### config.mk
export PLATFORM = sky130hd
export DESIGN_NAME = npn_canon4
export DESIGN_NICKNAME = d
export VERILOG_FILES = /design/src/rtl/npn_canon4.sv
export SDC_FILE = /design/constraint.sdc
export NUM_CORES = 1
export LEC_CHECK = 0
export ABC_AREA = 1
export BUFFER_PORTS_ARGS = -buffer_cell sky130_fd_sc_hd__buf_2
export CAP_MARGIN = 10
export CORE_ASPECT_RATIO = 0.5
export CORE_UTILIZATION = 55
export DETAILED_ROUTE_END_ITERATION = 10
export PLACE_DENSITY = 0.77
export SLEW_MARGIN = 15
export SYNTH_ARGS = -nofsm -noshare
export SYNTH_HDL_FRONTEND = slang
export SYNTH_SLANG_ARGS = --single-unit
### constraint.sdc
create_clock -name clk -period 5 [get_ports clk]
set_input_delay 0.25 -clock clk [delete_from_list [all_inputs] [get_ports clk]]
set_output_delay 0.25 -clock clk [all_outputs]
set_load 0.05 [all_outputs]
### src/rtl/npn_canon4.sv
// Sequential NPN canonicaliser for 4-input truth tables: searches all 384
// (permutation, input-negation) steps, both output polarities per step.
module npn_canon4 #(
  parameter bit          EARLY_EXIT = 1'b0,
  parameter int unsigned TT_W       = 16
) (
  input  logic            clk,
  input  logic            rst,
  input  logic            in_valid,
  output logic            in_ready,
  input  logic [TT_W-1:0] in_tt,
  output logic            out_valid,
  input  logic            out_ready,
  output logic [TT_W-1:0] canon_tt,
  output logic [4:0]      perm_idx,
  output logic [3:0]      in_neg,
  output logic            out_neg,
  output logic            busy
);

  localparam int unsigned CNT_W     = 9;
  localparam logic [CNT_W-1:0] LAST_STEP = CNT_W'(383);

  typedef enum logic [1:0] {
    S_IDLE   = 2'd0,
    S_SEARCH = 2'd1,
    S_DONE   = 2'd2
  } state_t;

  state_t           r_state;
  logic [TT_W-1:0]  r_f;
  logic [TT_W:0]    r_best;
  logic [CNT_W-1:0] r_cnt;

  logic [7:0]       w_lut;
  logic [3:0]       w_n;
  logic [TT_W-1:0]  w_g0;
  logic [TT_W-1:0]  w_g1;
  logic [TT_W-1:0]  w_cand;
  logic             w_cand_o;
  logic             w_better;
  logic             w_last;

  // Lexicographic permutation table, packed as {p(0),p(1),p(2),p(3)}.
  function automatic logic [7:0] perm_lut(input logic [4:0] idx);
    case (idx)
      5'd0:    perm_lut = {2'd0, 2'd1, 2'd2, 2'd3};
      5'd1:    perm_lut = {2'd0, 2'd1, 2'd3, 2'd2};
      5'd2:    perm_lut = {2'd0, 2'd2, 2'd1, 2'd3};
      5'd3:    perm_lut = {2'd0, 2'd2, 2'd3, 2'd1};
      5'd4:    perm_lut = {2'd0, 2'd3, 2'd1, 2'd2};
      5'd5:    perm_lut = {2'd0, 2'd3, 2'd2, 2'd1};
      5'd6:    perm_lut = {2'd1, 2'd0, 2'd2, 2'd3};
      5'd7:    perm_lut = {2'd1, 2'd0, 2'd3, 2'd2};
      5'd8:    perm_lut = {2'd1, 2'd2, 2'd0, 2'd3};
      5'd9:    perm_lut = {2'd1, 2'd2, 2'd3, 2'd0};
      5'd10:   perm_lut = {2'd1, 2'd3, 2'd0, 2'd2};
      5'd11:   perm_lut = {2'd1, 2'd3, 2'd2, 2'd0};
      5'd12:   perm_lut = {2'd2, 2'd0, 2'd1, 2'd3};
      5'd13:   perm_lut = {2'd2, 2'd0, 2'd3, 2'd1};
      5'd14:   perm_lut = {2'd2, 2'd1, 2'd0, 2'd3};
      5'd15:   perm_lut = {2'd2, 2'd1, 2'd3, 2'd0};
      5'd16:   perm_lut = {2'd2, 2'd3, 2'd0, 2'd1};
      5'd17:   perm_lut = {2'd2, 2'd3, 2'd1, 2'd0};
      5'd18:   perm_lut = {2'd3, 2'd0, 2'd1, 2'd2};
      5'd19:   perm_lut = {2'd3, 2'd0, 2'd2, 2'd1};
      5'd20:   perm_lut = {2'd3, 2'd1, 2'd0, 2'd2};
      5'd21:   perm_lut = {2'd3, 2'd1, 2'd2, 2'd0};
      5'd22:   perm_lut = {2'd3, 2'd2, 2'd0, 2'd1};
      5'd23:   perm_lut = {2'd3, 2'd2, 2'd1, 2'd0};
      default: perm_lut = {2'd0, 2'd1, 2'd2, 2'd3};
    endcase
  endfunction

  assign w_lut = perm_lut(r_cnt[8:4]);
  assign w_n   = r_cnt[3:0];

  // Candidate for the current step: g0(m) = f(k), bit p(i) of k = m[i] ^ n[i].
  always_comb begin : cand_eval
    logic [3:0] mv;
    logic [3:0] k;
    w_g0 = '0;
    mv   = '0;
    k    = '0;
    for (int m = 0; m < 16; m++) begin
      mv = 4'(m);
      k  = '0;
      for (int i = 0; i < 4; i++) begin
        k[w_lut[(3-i)*2 +: 2]] = mv[i] ^ w_n[i];
      end
      w_g0[m] = r_f[k];
    end
  end

  // o = 0 wins ties, so polarity 1 is taken only when strictly smaller.
  assign w_g1     = ~w_g0;
  assign w_cand_o = (w_g1 < w_g0);
  assign w_cand   = w_cand_o ? w_g1 : w_g0;
  assign w_better = ({1'b0, w_cand} < r_best);
  assign w_last   = (r_cnt == LAST_STEP) || (EARLY_EXIT && (w_cand == '0));

  always_ff @(posedge clk or posedge rst) begin
    if (rst) begin
      r_state   <= S_IDLE;
      r_f       <= '0;
      r_best    <= '0;
      r_cnt     <= '0;
      in_ready  <= 1'b1;
      out_valid <= 1'b0;
      busy      <= 1'b0;
      canon_tt  <= '0;
      perm_idx  <= '0;
      in_neg    <= '0;
      out_neg   <= 1'b0;
    end else begin
      case (r_state)
        S_IDLE: begin
          if (in_valid && in_ready) begin
            r_f      <= in_tt;
            r_best   <= {1'b1, {TT_W{1'b0}}};
            r_cnt    <= '0;
            in_ready <= 1'b0;
            busy     <= 1'b1;
            r_state  <= S_SEARCH;
          end
        end
        S_SEARCH: begin
          if (w_better) begin
            r_best   <= {1'b0, w_cand};
            canon_tt <= w_cand;
            perm_idx <= r_cnt[8:4];
            in_neg   <= w_n;
            out_neg  <= w_cand_o;
          end
          if (w_last) begin
            busy      <= 1'b0;
            out_valid <= 1'b1;
            r_state   <= S_DONE;
          end else begin
            r_cnt <= r_cnt + CNT_W'(1);
          end
        end
        S_DONE: begin
          if (out_ready) begin
            out_valid <= 1'b0;
            in_ready  <= 1'b1;
            r_state   <= S_IDLE;
          end
        end
        default: r_state <= S_IDLE;
      endcase
    end
  end

endmodule

=== After elaboration in Yosys (flattened, before gate mapping) ===
Memory sizes are Yosys's and may differ from the RTL's.
Cells that the tools add are included.

* Memories: 1
* Bits in read-only memories: 256
* Bits in registers: 73

* Multiplexer cells: 88
* Reduce and logical (&&, ||, !) cells: 17
* Add/sub/neg operators: 1
* Equal/unequal tests: 8
* Magnitude comparators: 26
* Bitwise gates (word level): 7

{| class="wikitable"
|+ Memories
! name !! depth !! bits a word !! read ports !! clocked after Yosys merged registers in !! write ports !! RTL line !! text
|-
| (no name shown) || 32 || 8 || 1 || 0 || 0 || 46 || <nowiki>case (idx)</nowiki>
|}

{| class="wikitable"
|+ Operator list
! kind !! count
|-
| $bwmux W4 || 28
|-
| $lt A4 B5 Y1 const B || 16
|-
| $bmux W1 S4 || 16
|-
| $mux W17 || 2
|-
| $pmux W17 S2 || 1
|-
| $mux W1 || 26
|-
| $mux W9 || 2
|-
| $pmux W9 S2 || 1
|-
| $reduce_and A3 Y1 || 6
|-
| $lt A16 B17 Y1 || 1
|-
| $lt A16 B16 Y1 || 1
|-
| $mux W16 || 1
|-
| $not A16 Y16 || 1
|-
| $lt A2 B3 Y1 const B || 4
|-
| $ne A2 B2 Y1 const B || 5
|-
| $add A9 B1 Y9 const B || 1
|-
| $eq A9 B9 Y1 const B || 1
|-
| $and A4 B4 Y4 || 2
|-
| $demux W1 S2 || 4
|-
| $ge A2 B1 Y1 const B || 4
|-
| $mux W2 || 3
|-
| $pmux W1 S2 || 3
|-
| $pmux W2 S3 || 1
|-
| $reduce_bool A2 Y1 || 3
|-
| 6 further kinds || 14
|}

=== Logic depth before layout (Yosys ltp) ===
An unclocked memory read counts as a cell.

* Word-level depth: 17
* Depth in mapped cells: 34

=== Worst setup path after synthesis ===
Ideal clock, no wire load.

* Path kind: flip-flop to flip-flop
* Start: register r_cnt[5]
* End: register r_best[10]
* Arrival time: 4617 ps
* Path slack: 317 ps
* Data required time: 4934 ps
* Cell stages (with the launch flop): 27
* Library setup time: 66 ps
* Cells stage by stage: dfrtp_1 > inv_1 > ha_1 > inv_1 > nand2_1 > a21oi_1 > o21ai_2 > nand2_4 > nand3_2 > buf_4 > nand2_1 > buf_2 > nand2_1 > o211ai_1 > nand3_1 > nand3_1 > nand2_1 > xor2_1 > ha_1 > a21oi_1 > nor2_1 > nor2_1 > a31oi_1 > a2111oi_1 > clkbuf_1 > nand3_1 > nand2_1

* Cells in the longest elaborated chain, start to end: 17

{| class="wikitable"
|+ Ends and longest elaborated chain
! element !! RTL line !! text
|-
| from (decl) || 33 || <nowiki>logic [CNT_W-1:0] r_cnt;</nowiki>
|-
| from (signal assigned) || 140 || <nowiki>r_cnt <= r_cnt + CNT_W'(1);</nowiki>
|-
| $mem_v2 Z32 W8 (*) || - ||
|-
| $lt A2 B3 Y1 (not written as such) / $ge A2 B1 Y1 (equally long branches) || 89 || <nowiki>k[w_lut[(3-i)*2 +: 2]] = mv[i] ^ w_n[i];</nowiki>
|-
| $logic_and A1 B1 Y1 (not written as such) || 89 ||
|-
| $mux W1 (not written as such) || 89 ||
|-
| $demux W1 S2 || 89 ||
|-
| $and A4 B4 Y4 (no line) || - ||
|-
| $bwmux W4 (3 in a row) || 89 ||
|-
| $bmux W1 S4 || 91 || <nowiki>w_g0[m] = r_f[k];</nowiki>
|-
| $mux W1 (not written as such) || 91 ||
|-
| $not A16 Y16 || 96 || <nowiki>assign w_g1 = ~w_g0;</nowiki>
|-
| $lt A16 B16 Y1 || 97 || <nowiki>assign w_cand_o = (w_g1 < w_g0);</nowiki>
|-
| $mux W16 (*) || 98 || <nowiki>assign w_cand = w_cand_o ? w_g1 : w_g0;</nowiki>
|-
| via w_cand[6] || 39 || <nowiki>logic [TT_W-1:0] w_cand;</nowiki>
|-
| $lt A16 B17 Y1 (*) || 99 || <nowiki>assign w_better = ({1'b0, w_cand} < r_best);</nowiki>
|-
| $ne A2 B2 Y1 (no line) (*) || - ||
|-
| $reduce_and A3 Y1 (no line) (*) || - ||
|-
| to (signal assigned) || 120 || <nowiki>r_best <= {1'b1, {TT_W{1'b0}}};</nowiki>
|-
| to (signal assigned) || 129 || <nowiki>r_best <= {1'b0, w_cand};</nowiki>
|-
| to (decl) || 32 || <nowiki>logic [TT_W:0] r_best;</nowiki>
|}

Mark *: on every way through the listed nets, which the timed path passes. The rest lies on a longest branch. The select of a mux whose other input is x is not followed.
A chain may end at the register's enable or synchronous reset.

=== Worst setup path after layout ===
* Start: register r_cnt[4]
* End: register r_best[14]

The elaborated chain is that of the path after synthesis.

==> metrics <==
status=finished clean; initial antenna violation count=0; layout net count=around 1,200; starting density of the core=0.567; crit path capture type=flop; final wirelength=about 24,000 microns; Worst Path Arrival=4900 ps; Overflow after GRT=0; port buffer count=47; CTS tree=yes; Largest delay share family, worst path=simple AND/OR/NAND/NOR gates; crit start category=flop; CTS clock-pin slew for the worst setup and hold paths=about 70 ps; Total GRT Usage=0.357; post-DP HPWL=between 15,000 and 20,000 microns; DRT iter0 DRCs=approximately 1,000; FP Rows=29; drt pass-1 iters=6; final slew viol count=0; post-synthesis register bit count=approximately 70; setup bufs post-CTS=0; worst slew pin tran=approximately 1000 ps; top post-synthesis cells by area=dfrtp_1 (24%), nand2_1 (20%), nand3_1 (11%); fill count=about 1,200; CP max stage delay=about 450 ps; maximum fanout along the worst path=between 40 and 50; post-DR vias/cell=6.00; synthesis-to-finish area growth=9.39%; Unique masters post-synth=37; Clock Sinks=71; Register Area=0.00178 sq mm; max_slew headroom=0.312; largest net degree at the start of global routing=72; Setup TNS Final=0 ps; Max Clock Freq=between 200 and 250 MHz; clk root buf=clkbuf_16; Setup-failing EPs final=0; Mapped Area=between 0.007 and 0.008 sq mm; DRC=0; H-tree depth=3; cell taking the most area after synthesis=dfrtp_1; Via Count=approximately 8,000; final hold vios=0; Syn Area/Cell=between 6 and 7 sq um; Die Area=0.0136 sq mm; Clk Latency, worst-skew pair=approximately 350 ps; Critical Path RT=between 5000 and 6000 ps; Slowest cell on crit path=a2111oi_4; post-synth net total=approximately 1,200; Diodes inserted=0; placer congestion estimate=~1.0; Seq/Total Area, Yosys=0.246; # IOs=just under 50; number of global-route vias before repair=7,223; Cells after Synth=~1,100; DRT antenna net count=0; Worst Setup Path Type=flop to flop; Final min period=approximately 4700 ps; RSZ-0062 raised after global routing=no; Max-Cap Viols=0; Die X=approximately 160 microns; drt wl/cell=~18 microns; CORE AREA=about 0.013 sq mm; skew final=slightly above 8 ps; Clock Tree Buf Depth=2; Die H=between 80 and 90 microns; part of the cycle the worst path needs=0.933; Top cell by count, worst path=nand2_1; Worst Path Buf+Inv=5; Synth Warn #=0; clock buffer count from CTS=9; Hold WC Path Type=primary input to flop; post-synth top area share=0.242; first-pass GRT wire length=~38,000 microns; share of layout cells above drive strength 1=0.138; Multi-input gate area=approximately 0.0047 sq mm
==> placed cells by master, fill, tap and decap left out, types with 2 or more instances in the layout <==
cell type   count
nor2_2          5
nor4_1          2
o21ai_2        16
dfrtp_1        70
inv_2          11
nor3_1          5
nand3_2         3
nand3_1       163
nor2_4          2
buf_4          21
o211ai_1       96
ha_1           26
nand2_4        12
o21ai_1         8
a21oi_2         2
inv_8           2
o21ai_0        52
nand3b_1        6
xor2_1         13
nand3_4         2
nand2_1       379
nor2_1         43
clkbuf_16       9
inv_6           2
nand2_2        20
a21oi_1        27
nand4_1         8
buf_2          47
inv_1         108
a31oi_1         2
clkinv_1        4
clkinvlp_4      3
==> path summary, 6_finish.rpt <==
check / start / endpoint / slack [ps] / cells after the start
setup / recovery: r_cnt[4] / r_best[14] / 330 / 28
hold / removal: in_tt[9] / r_f[9] / 110 / 3
setup reg to reg: r_cnt[4] / r_best[14] / 330 / 28
hold reg to reg: canon_tt[4] / canon_tt[4] / 460 / 2
max in group asynchronous: rst / r_f[2] / 4230 / 3
min in group asynchronous: rst / canon_tt[9] / 170 / 3
==> cell type report <==
cell class                      count  area share
Inverter                          124      0.0592
Clock inverter                      7     0.00792
Clock buffer                        9      0.0285
Multi-Input combinational cell    897       0.600
Tap cell                          170      0.0269
Timing Repair Buffer               69      0.0522
Sequential cell                    71       0.225
==> stage by stage <==
stage / setup WS, ps / hold WS (ps) / instance area (sq um) / utilization / std cells
final: 333 / 111 / 7900 / 0.620 / 1347
after global placement: 206 / 450 / 7530 / 0.591 / 1331
after detailed placement: 146 / 453 / 7530 / 0.591 / 1331
after CTS: 122 / 108 / 7820 / 0.614 / 1347
after global routing: 9.82 / 121 / 7900 / 0.620 / 1347
after floorplan: 317 / 357 / 7220 / - / 1146
==> routing by layer <==
metal | wire length [microns] | track usage | vias up
li1 | - | - | 3873
met1 | 10300 | 0.521 | 3639
met2 | 9440 | 0.498 | 500
met3 | 3270 | 0.105 | 69
met4 | 621 | 0.111 | 0
met5 | 0 | 0 | -
==> synth_stat cells (all sizes together) <==
master,n
inv,120
nor2,50
buf,35
a2111oi,1
o22ai,1
dfstp,1
dfrtp,70
nand3,168
xor2,14
o211ai,97
nand4,8
clkinv,4
o21ai,76
clkbuf,19
nor4,2
a31oi,2
nor3,5
a21oi,29
ha,26
conb,1
nand2,411
nand3b,6
==> what timing repair did <==
item                       4_1_cts  5_1_grt
setup endpoints to repair        0       41
resized for setup                0       26
hold buffers                     0        0
==> worst register-to-register path, delay by kind of cell (launching register included) <==
kind | cells | cell delay, ps
DFF | 1 | 440
xor gates and xnor gates | 1 | 270
and+or+nand+nor | 16 | 1780
AOI/OAI and AO/OA | 4 | 780
buffers and inverters | 5 | 690
adders and majority gates | 2 | 560
==> registers in the layout, indices dropped and copies added, names as in the netlist <==
name       cells
r_best        16
r_f           16
canon_tt      15
r_cnt          9
perm_idx       5
in_neg         4
r_state        2
busy           1
in_ready       1
out_neg        1
out_valid      1
==> cells by family (layout without fill, tap and decap cells) <==
group                      after synthesis  after routing  synth area share
AOI/OAI and AO/OA                      206            206             0.187
xor gates and xnor gates                14             14            0.0170
adders and majority gates               26             26            0.0450
buffers and inverters                  178            209             0.110
DFF                                     71             71             0.246
and+or+nand+nor                        650            650             0.395
other                                    1              1          0.000519
Power is left out: the tool's default activity adds up to more than one toggle a clock period on the data nets, which glitch-free logic cannot reach.
